**config.mk**
```make
export PLATFORM = sky130hd
export DESIGN_NAME = uart_rx_fifo
export DESIGN_NICKNAME = d
export VERILOG_FILES = /design/src/rtl/uart_pkg.sv /design/src/rtl/uart_fifo_ram.sv /design/src/rtl/uart_rx_fifo.sv
export SDC_FILE = /design/constraint.sdc
export NUM_CORES = 1
export LEC_CHECK = 0
export ABC_AREA = 1
export CORE_MARGIN = 2
export CORE_UTILIZATION = 43
export CTS_BUF_LIST = sky130_fd_sc_hd__clkbuf_8
export CTS_CLUSTER_DIAMETER = 100
export CTS_CLUSTER_SIZE = 25
export DETAILED_ROUTE_END_ITERATION = 10
export HOLD_SLACK_MARGIN = 0.02
export SETUP_SLACK_MARGIN = 0.15
export SLEW_MARGIN = 20
export SYNTH_ARGS = -nofsm -noshare
export SYNTH_HDL_FRONTEND = slang
export SYNTH_SLANG_ARGS = --single-unit
```
**constraint.sdc**
```tcl
create_clock -name clk -period 2.47 [get_ports clk]
set_clock_uncertainty 0.2 [all_clocks]
set_input_delay 0.247 -clock clk [delete_from_list [all_inputs] [get_ports clk]]
set_output_delay 0.247 -clock clk [all_outputs]
set_load 0.03 [all_outputs]
```
**src/rtl/uart_pkg.sv**
```systemverilog
// Shared UART definitions: default word width, word type and pointer-width helper
// used by the receive FIFO and its storage.
package uart_pkg;

  localparam int UART_BITS_PER_WORD = 8;

  typedef logic [UART_BITS_PER_WORD-1:0] uart_word_t;

  // Pointer width for a power-of-2 FIFO: address bits plus one wrap bit.
  function automatic int ptr_w(input int depth);
    return $clog2(depth) + 1;
  endfunction

endpackage

```
**src/rtl/uart_fifo_ram.sv**
```systemverilog
// FIFO storage: synchronous write, asynchronous read, contents never reset.
module uart_fifo_ram #(
  parameter int DEPTH         = 16,
  parameter int BITS_PER_WORD = 8
) (
  input  logic                       clk,
  input  logic                       wr_en,
  input  logic [$clog2(DEPTH)-1:0]   wr_addr,
  input  logic [BITS_PER_WORD-1:0]   wr_data,
  input  logic [$clog2(DEPTH)-1:0]   rd_addr,
  output logic [BITS_PER_WORD-1:0]   rd_data
);

  logic [BITS_PER_WORD-1:0] mem [DEPTH];

  always_ff @(posedge clk) begin
    if (wr_en) mem[wr_addr] <= wr_data;
  end

  assign rd_data = mem[rd_addr];

endmodule

```
**src/rtl/uart_rx_fifo.sv**
```systemverilog
// Receive-side FWFT buffer behind the UART RX path; the UART cannot be stalled, so
// words arriving while full are dropped and counted.
module uart_rx_fifo
  import uart_pkg::*;
#(
  parameter int BITS_PER_WORD = UART_BITS_PER_WORD,
  parameter int DEPTH         = 16,
  parameter int AFULL_LEVEL   = 12,
  parameter int DROP_CNT_W    = 8,
  localparam int PTR_W        = ptr_w(DEPTH)
) (
  input  logic                     clk,
  input  logic                     rstn,
  input  logic                     in_valid,
  input  logic [BITS_PER_WORD-1:0] in_data,
  output logic                     out_valid,
  input  logic                     out_ready,
  output logic [BITS_PER_WORD-1:0] out_data,
  output logic [PTR_W-1:0]         level,
  output logic                     almost_full,
  output logic                     overflow,
  input  logic                     overflow_clr,
  output logic [DROP_CNT_W-1:0]    drop_count
);

  localparam int AW = PTR_W - 1;

  logic [PTR_W-1:0]         wr_ptr;
  logic [PTR_W-1:0]         rd_ptr;
  logic                     empty;
  logic                     full;
  logic                     push;
  logic                     pop;
  logic                     drop;
  logic [BITS_PER_WORD-1:0] rd_word;

  assign empty = (wr_ptr == rd_ptr);
  assign full  = (wr_ptr[AW] != rd_ptr[AW]) && (wr_ptr[AW-1:0] == rd_ptr[AW-1:0]);

  // A pop frees the slot in the same edge, so a full FIFO still accepts a word then.
  assign out_valid = !empty;
  assign pop       = out_valid && out_ready;
  assign push      = in_valid && (!full || pop);
  assign drop      = in_valid && full && !pop;

  uart_fifo_ram #(
    .DEPTH         (DEPTH),
    .BITS_PER_WORD (BITS_PER_WORD)
  ) u_ram (
    .clk     (clk),
    .wr_en   (push),
    .wr_addr (wr_ptr[AW-1:0]),
    .wr_data (in_data),
    .rd_addr (rd_ptr[AW-1:0]),
    .rd_data (rd_word)
  );

  assign out_data    = out_valid ? rd_word : '0;
  assign almost_full = (level >= PTR_W'(AFULL_LEVEL));

  always_ff @(posedge clk or negedge rstn) begin
    if (!rstn) begin
      wr_ptr <= '0;
      rd_ptr <= '0;
      level  <= '0;
    end else begin
      if (push) wr_ptr <= wr_ptr + PTR_W'(1);
      if (pop)  rd_ptr <= rd_ptr + PTR_W'(1);
      case ({push, pop})
        2'b10:   level <= level + PTR_W'(1);
        2'b01:   level <= level - PTR_W'(1);
        default: level <= level;
      endcase
    end
  end

  // A drop in the same cycle as a clear wins: the new drop is the first one counted.
  always_ff @(posedge clk or negedge rstn) begin
    if (!rstn) begin
      overflow   <= 1'b0;
      drop_count <= '0;
    end else if (drop) begin
      overflow <= 1'b1;
      if (overflow_clr)          drop_count <= DROP_CNT_W'(1);
      else if (drop_count != '1) drop_count <= drop_count + DROP_CNT_W'(1);
    end else if (overflow_clr) begin
      overflow   <= 1'b0;
      drop_count <= '0;
    end
  end

endmodule

```
Yosys cells after proc, flatten, opt, wreduce, memory -nomap -nowiden
Memory sizes are Yosys's and may differ from the RTL's.
Index checks and enable logic that the tools add are counted.
{"block": "totals", "regBits": 24, "latch_bits": 0, "ram_bits": 128, "mem_bits_ro": 0, "inputBits": 13, "wordCells": 41, "mem_count": 1}
{"name": "u_ram.mem", "depth": 16, "word_bits": 8, "rd": 1, "rd_clocked_by_memory_dff": 0, "write_ports": 1, "line": "uart_fifo_ram.sv:14", "rtl": "logic [BITS_PER_WORD-1:0] mem [DEPTH];"}
{"block": "classes", "addsub": 5, "mul": 0, "div": 0, "order_cmp": 1, "eq_ne": 6, "shift": 0, "muxes": 10, "bitwise": 0, "n_reduce_logical": 13}
{"op": "8-bit two-way mux", "count": 5}
{"op": "5-bit by 1-bit adder with 5-bit output (second input constant)", "count": 3}
{"op": "5-bit one-hot mux with 2 select lines", "count": 1}
{"op": "8-bit by 1-bit adder with 8-bit output (second input constant)", "count": 1}
{"op": "8-bit != test (second input constant)", "count": 1}
{"op": "2-bit nonzero test", "count": 3}
{"op": "5-bit == test", "count": 1}
{"op": "5-bit by 4-bit >= comparator with 1-bit output (second input constant)", "count": 1}
{"op": "1-bit logical AND", "count": 5}
{"op": "5-bit by 1-bit subtractor with 5-bit output (second input constant)", "count": 1}
{"op": "4-bit == test", "count": 1}
{"op": "1-bit two-way mux", "count": 4}
{"op": "1-bit zero test", "count": 3}
{"op": "2-bit by 1-bit == test with 1-bit output (second input constant)", "count": 1}
{"op": "2-bit == test (second input constant)", "count": 1}
{"op": "2-bit AND reduction", "count": 1}
{"op": "1-bit logical OR", "count": 1}
{"op": "1-bit != test", "count": 1}

Longest topological paths before layout
Gate-level depths: netlist of the first run.
{"block": "logic_depth", "word_depth": 7, "mapped_depth": 17, "mapped_depth_nobuf": 17}

Cells and area by module
From an unflattened synthesis of the first run, not the netlist that was laid out.
{"block": "unflattened", "cells_unflattened": 744, "hier_area_um2": 7098.1}
{"module": "uart_fifo_ram", "n_inst": 1, "cells_each": 543, "area_per_inst_um2": 5606.6, "seq_area_each_um2": 3843.7}
{"module": "uart_rx_fifo", "n_inst": 1, "cells_each": 201, "area_per_inst_um2": 1491.4, "seq_area_each_um2": 600.6}

Worst setup path after synthesis of the first run
OpenSTA, ideal clock, no wires.
{"block": "synth_path", "path_kind": "register to output", "from": "register rd_ptr[0]", "to": "output out_data[0]", "t_arrival_ns": 1.877, "setup_slack_ns": 0.146, "path_stages_with_launch": 8, "path_buffers": 2, "cell_sequence": "dfrtp_1 -> inv_1 -> clkbuf_1 -> clkbuf_1 -> nor2_1 -> o22ai_1 -> nand2_1 -> a31oi_1"}
{"block": "synth_via", "elab_chain_cells": 2, "word_cells_on_any_way": 3}
{"element": "from (decl)", "line": "uart_rx_fifo.sv:29", "rtl": "logic [PTR_W-1:0] rd_ptr;"}
{"element": "from (signal assigned)", "line": "uart_rx_fifo.sv:68", "rtl": "if (pop) rd_ptr <= rd_ptr + PTR_W'(1);"}
{"element": "memory 16 x 8 bit / 5-bit == test (equally long branches)"}
{"element": "8-bit two-way mux *", "line": "uart_rx_fifo.sv:58", "rtl": "assign out_data = out_valid ? rd_word : '0;"}
{"element": "to (decl)", "line": "uart_rx_fifo.sv:18", "rtl": "output logic [BITS_PER_WORD-1:0] out_data,"}
Mark *: on every way between the ends. The rest lies on a longest branch, timed or not.

Worst setup path in the final report of the first run
{"block": "layout_path", "from": "register rd_ptr[0]", "to": "output out_data[4]"}
The elaborated chain is that of the path after synthesis.

==> results.toml, run 1 <==
[clocking]
cts.sinks = 152
clock_latency_ps = 450
clk_pin_slew_ps = 80
root_buffer = "clkbuf_8"
htree_levels = 4
cts_tree = "built"
clockBufferDepth = 2
numCtsBuffers = 17

[status]
status = "complete, but fails checks"
violations = "negative setup slack"

[final_layout]
nFillCells = 1183
antenna_cells = 0
multiInputGateArea_um2 = 2080
area_delta_synth_final_pct = 34.1
layout.nets = 674
seqCellArea_um2 = 4450
utilization = 0.591
drive_gt1_frac = 0.284

[worst_setup_path]
crit_required_ps = 2020
cp-start-kind = "flop"
critPathCaptureType = "primary output"
crit_type = "reg -> out"
r2r_setup_slack_ps = 60
r2r_end = "level[4]"
path_max_fanout = 7
crit_arrival_ps = 2100
r2r_cells = 17
r2r-start = "rd_ptr[0]"

[sta]
hold_viol_final = 0
rsz0062_at_grt = "true"
worst_hold_slack_ps = 272
slew_violations = 0
min_period_ps = 2550
setup_viol = 8
worst_slack_ps = -75.4
tns_ps = -342
tightest_slew_ps = 695
fin_crit_sh = 1.03
relSlewSlack = 0.535
timing.fmax_ghz = 0.393

[min_path]
min_to = "drop_count[3]"
holdCritPathClass = "in -> reg"
hold_start = "overflow_clr"
whs_path_depth = 2

[yosys]
synth_area_leaders = "edfxtp_1, dfrtp_1, o21ai_0"
ys_dominant_reg_cell = "edfxtp_1"
async_flop_share = 0.158
ys_warn_count = 0
synth_top_area_share = 0.600
syn_nets = 563
avgSynthCellArea_um2 = 11.8
synth_edf_count = 128
synth_seq_cells = 152
synth_most_common_cell = "edfxtp_1"
netlist_area_um2 = 6410
synthCells = 542
ys_types = 32
synth.largest_area_cell = "edfxtp_1"
ys_seq_area_frac = 0.694
synth_commonest_cells = "edfxtp_1, nor2_1, o21ai_0"

[power_and_ir_drop]
switchingPower_w = 0.00427
p_per_area_nw_per_um2 = 1250
seq_power_share = 0.313
power_frac_comb = 0.534
switching_share = 0.397
p_leak_nw = 3.14
ir_worst_vdd_v = 0.000995
p_total_w = 0.0108
p_int_w = 0.00648
clockPowerShare = 0.153

[floorplanning]
die_area_um2 = 15900
die_w_um = 126
ios = 37
std_cell_rows = 44
core_um2 = 14500
start_util = 0.441
die_h_um = 126

[global_route]
grt_max_degree = 25
antenna_found_initial = 0
grt_pass1_vias = 4688
track_usage = 0.222
grt_pass1_wl_um = 26500
grt_overflow = 0

[placed_design]
dpl.hpwl_um = 9630
numPortBuffers = 36
place_congestion = 0.828

[job]
max-cap-violations = 0

[drt]
ant_nets = 0
drtIter0Drc = 303
wl_per_cell_um = 20.3
vias_per_cell = 5.56
drt-pass1-iter-count = 5
wirelength_um = 17200
drc = 0
via_count = 4719
cells by family after synthesis:
kind of cell | synth area share
flip-flops | 0.694
adder cells (fa/ha/maj) | 0.0156
XOR/XNOR | 0.0164
AND/OR/NAND/NOR | 0.127
buffers and inverters | 0.0328
AO/OA/AOI/OAI | 0.115
metrics by stage:
stage,setup slack (ps),instances,instance area (µm²)
4_1_cts,-50.2,840,8370
2_1_floorplan,227,542,6460
6_report,-75.4,849,8590
5_1_grt,-188,849,8590
3_5_place_dp,185,776,7240
3_3_place_gp,191,776,7240
cell usage in the layout, fill, tap and decap left out, types with 3 or more instances in the layout:
cell type and n:
xor2_1 10, buf_6 18, o22ai_1 14, clkbuf_8 17, buf_4 44, clkdlybuf4s50_1 27, a31oi_2 6, ha_1 6
nor2_2 8, clkinvlp_4 4, buf_16 9, inv_1 27, inv_2 6, o21ai_0 54, clkinv_1 3, o221ai_1 5
nand2_2 8, a21oi_1 4, o21ai_2 8, nand3_2 10, o221ai_2 11, nor2_4 5, nand2_1 58, nand4_1 7
nor2_1 79, nand3_1 9, dfrtp_1 22, o21ai_1 11, nor3_1 3, buf_12 9, edfxtp_1 128
cell type report:
| type | instances | share of cell area |
|---|---|---|
| Multi-Input combinational cell | 335 | 0.242 |
| Tap cell | 184 | 0.0268 |
| Clock buffer | 17 | 0.0272 |
| Clock inverter | 14 | 0.0114 |
| Inverter | 33 | 0.0163 |
| Timing Repair Buffer | 114 | 0.158 |
| Sequential cell | 152 | 0.518 |
registers in the layout, summed over array words and instances (netlist names):
name and cells:
overflow 1, drop_count 8, u_ram.mem 128, rd_ptr 5, level 5, wr_ptr 5
critical path: stages, from the launching register on:
cell and delay (ps):
dfrtp_2 460, clkinv_4 120, buf_12 140, buf_12 100
buf_16 100, buf_8 110, nor2_2 30, o22ai_1 150
nand2_1 90, a31oi_2 190, buf_6 160
how the worst max path moves through the flow:
stage          slack, ps       from          endpoint
2_1_floorplan        230  rd_ptr[1]          level[4]
5_1_grt             -190  rd_ptr[0]       out_data[3]
6_report             -80  rd_ptr[0]       out_data[4]
3_5_place_dp         190  out_ready  u_ram.mem[10][6]
3_3_place_gp         190  out_ready  u_ram.mem[10][6]
4_1_cts              -50  rd_ptr[0]       out_data[7]
power by group through the flow:
| stage | sequential [W] | clock, W | combinational [W] |
|---|---|---|---|
| floorplan | 0.00342 | 0 | 0.00233 |
| global route | 0.00340 | 0.00177 | 0.00615 |
| global placement | 0.00337 | 0 | 0.00373 |
| detailed placement | 0.00338 | 0 | 0.00375 |
| CTS | 0.00335 | 0.00166 | 0.00536 |
| finish | 0.00337 | 0.00164 | 0.00574 |
what timing repair did:
action | in CTS | in global routing
endpoints found under the setup margin | 9 | 133
hold buffers | 1 | 0
pin swaps | 30 | 21
gates resized for setup | 92 | 38
buffers inserted | 22 | 7
cloned | 10 | 2
hold endpoints to repair | 24 | 0
routing by layer:
metal	GRT usage	vias to the layer above	part of all wire
met2	0.354	192	0.48
met4	0.0924	0	0.036
met5	0	-	0
met3	0.0450	35	0.069
met1	0.298	2317	0.42
li1	-	2175	-
(Power assumes the default switching activity.)
==> run 2, diff against run 1 <==
- CTS_CLUSTER_DIAMETER: 100 -> 30
- clock period: 2.47 -> 2.25 ns (I/O delays scaled with it)
==> run 2 against run 1 <==
  * The run still ends with negative setup slack left
  * Critical path type unchanged
  * Critical path depth fell by 2
  * Setup slack lost 220 ps
  * Total power grew 8.1%
  * Wire length is 0.20% higher
  * Final cell count is 0.59% lower
  * Combinational power is 4.7% higher
  * Sequential share of layout area grew 0.49 points
  * Cell area is 0.95% lower
  * Global-route usage rose by 0.29 points
  * Non-clock buffer count shrank 6
  * Largest cell class unchanged
  * Sequential power up 9.2%
  * Flip-flop and latch count unchanged
==> results.toml, run 2 (synthesized netlist as in run 1, its figures left out) <==
[status]
status = "complete, but fails checks"
violations = "negative setup slack"

[worst_setup_path]
crit_arrival_ps = 2120
r2r-start = "rd_ptr[0]"
path_max_fanout = 8
r2r_setup_slack_ps = -20
critPathCaptureType = "primary output"
crit_required_ps = 1820
crit_type = "reg -> out"
cp-start-kind = "flop"
r2r_end = "level[4]"
critPathLaunch = "rd_ptr[0]"
r2r_cells = 17

[power_and_ir_drop]
switchingPower_w = 0.00479
p_leak_nw = 3.09
p_total_w = 0.0116
switching_share = 0.412
clockPowerShare = 0.167
seq_power_share = 0.316
p_per_area_nw_per_um2 = 1370
power_frac_comb = 0.516
p_int_w = 0.00684
ir_worst_vdd_v = 0.000847

[drt]
drc = 0
ant_nets = 0
wirelength_um = 17300
drt-pass1-iter-count = 5
drtIter0Drc = 358
vias_per_cell = 5.59
wl_per_cell_um = 20.5
via_count = 4720

[placed_design]
numPlacedInstances = 789
dpl.hpwl_um = 9950
place_congestion = 0.824
numPortBuffers = 36

[clocking]
htree_levels = 4
cts_tree = "built"
cts.sinks = 152
clk_pin_slew_ps = 80
root_buffer = "clkbuf_8"
numCtsBuffers = 17
clockBufferDepth = 2
clock_latency_ps = 460

[global_route]
track_usage = 0.225
grt_overflow = 0
grt_pass1_vias = 4626
grt_pass1_wl_um = 26400
antenna_found_initial = 0
grt_max_degree = 33

[final_layout]
mostFrequentLayoutCell = "edfxtp_1"
largest_reg_flops = 128
final_cells = 844
layout_common_cells = "edfxtp_1, nor2_1, nand2_1, o21ai_0, buf_4"
antenna_cells = 0
layout.nets = 668
top_register = "u_ram.mem"
nFillCells = 1176
drive_gt1_frac = 0.277
area_delta_synth_final_pct = 32.8
reg.largest.list = "u_ram.mem (128), drop_count (8)"

[sta]
setup_viol = 10
fin_crit_sh = 1.13
min_period_ps = 2550
relSlewSlack = 0.548
worst_slack_ps = -297
tightest_slew_ps = 676
slew_violations = 0
timing.fmax_ghz = 0.393
hold_viol_final = 0
rsz0062_at_grt = "true"

[min_path]
whs_path_depth = 2
holdCritPathClass = "in -> reg"
min_to = "drop_count[3]"
hold_start = "overflow_clr"

[floorplanning]
core_um2 = 14500
die_w_um = 126
die_area_um2 = 15900
std_cell_rows = 44
ios = 37
die_h_um = 126
start_util = 0.441

[job]
max-cap-violations = 0
==> run 2: changes by cell type in the layout (fill, tap and decap cells not counted), sizes merged, moves of 2 or more <==
cell	change
buf	-4
clkinv	+4
clkinvlp	-3
clkdlybuf4s50	-2
==> run 2: cell type report <==
type,count,area [µm²],share of cell area
Clock buffer,17,234,0.0275
Clock inverter,15,128,0.0150
Inverter,33,135,0.0159
Multi-Input combinational cell,335,2140,0.251
Sequential cell,152,4450,0.523
Tap cell,184,230,0.0271
Timing Repair Buffer,108,1200,0.141
==> run 2: layer usage <==
layer,share of wire,global-route usage,up-vias
met5,0,0,-
met4,0.026,0.0989,0
met3,0.058,0.0544,35
met2,0.50,0.354,180
met1,0.42,0.298,2336
li1,-,-,2169
==> run 2: timing repair <==
action                                  CTS  global route
endpoints found under the setup margin  145           154
endpoints found under the hold margin    24             0
buffers inserted                         10             6
gates resized for setup                  98            26
hold buffers                              1             0
cloned                                    5             1
pin swaps                                25            20
==> run 2: stage by stage <==
step | util | setup WS, ps | setup TNS, ps | cell area, µm² | hold WS [ps]
2_1_floorplan | - | 69.5 | 0 | 6550 | -271
3_3_place_gp | 0.513 | 33.3 | 0 | 7450 | 272
3_5_place_dp | 0.513 | 4.03 | 0 | 7450 | 271
4_1_cts | 0.574 | -271 | -2080 | 8350 | 203
5_1_grt | 0.585 | -369 | -6770 | 8510 | 235
6_report | 0.585 | -297 | -1960 | 8510 | 238
==> run 2: worst max-delay path, cell delays in order (launching register included) <==
cell and delay [ps]:
dfrtp_2 420, buf_6 140, buf_12 120, buf_16 130, o21ai_0 130, o221ai_2 260, nand3_4 110, a31oi_4 190
buf_6 150
==> run 2: power by group through the flow <==
stage          registers (W)  clock network (W)  logic (W)
3_3_place_gp         0.00371                  0    0.00454
4_1_cts              0.00367            0.00199    0.00568
2_1_floorplan        0.00376                  0    0.00278
3_5_place_dp         0.00372                  0    0.00458
6_report             0.00368            0.00195    0.00601
5_1_grt              0.00372            0.00211    0.00640
==> run 2: how the worst max path moves through the flow <==
stage                            end  depth (start not counted)
global placement    u_ram.mem[14][4]                         10
floorplan            u_ram.mem[3][0]                          7
detailed placement  u_ram.mem[14][4]                         10
global route             out_data[7]                          8
finish                   out_data[7]                          8
CTS                      out_data[0]                          8
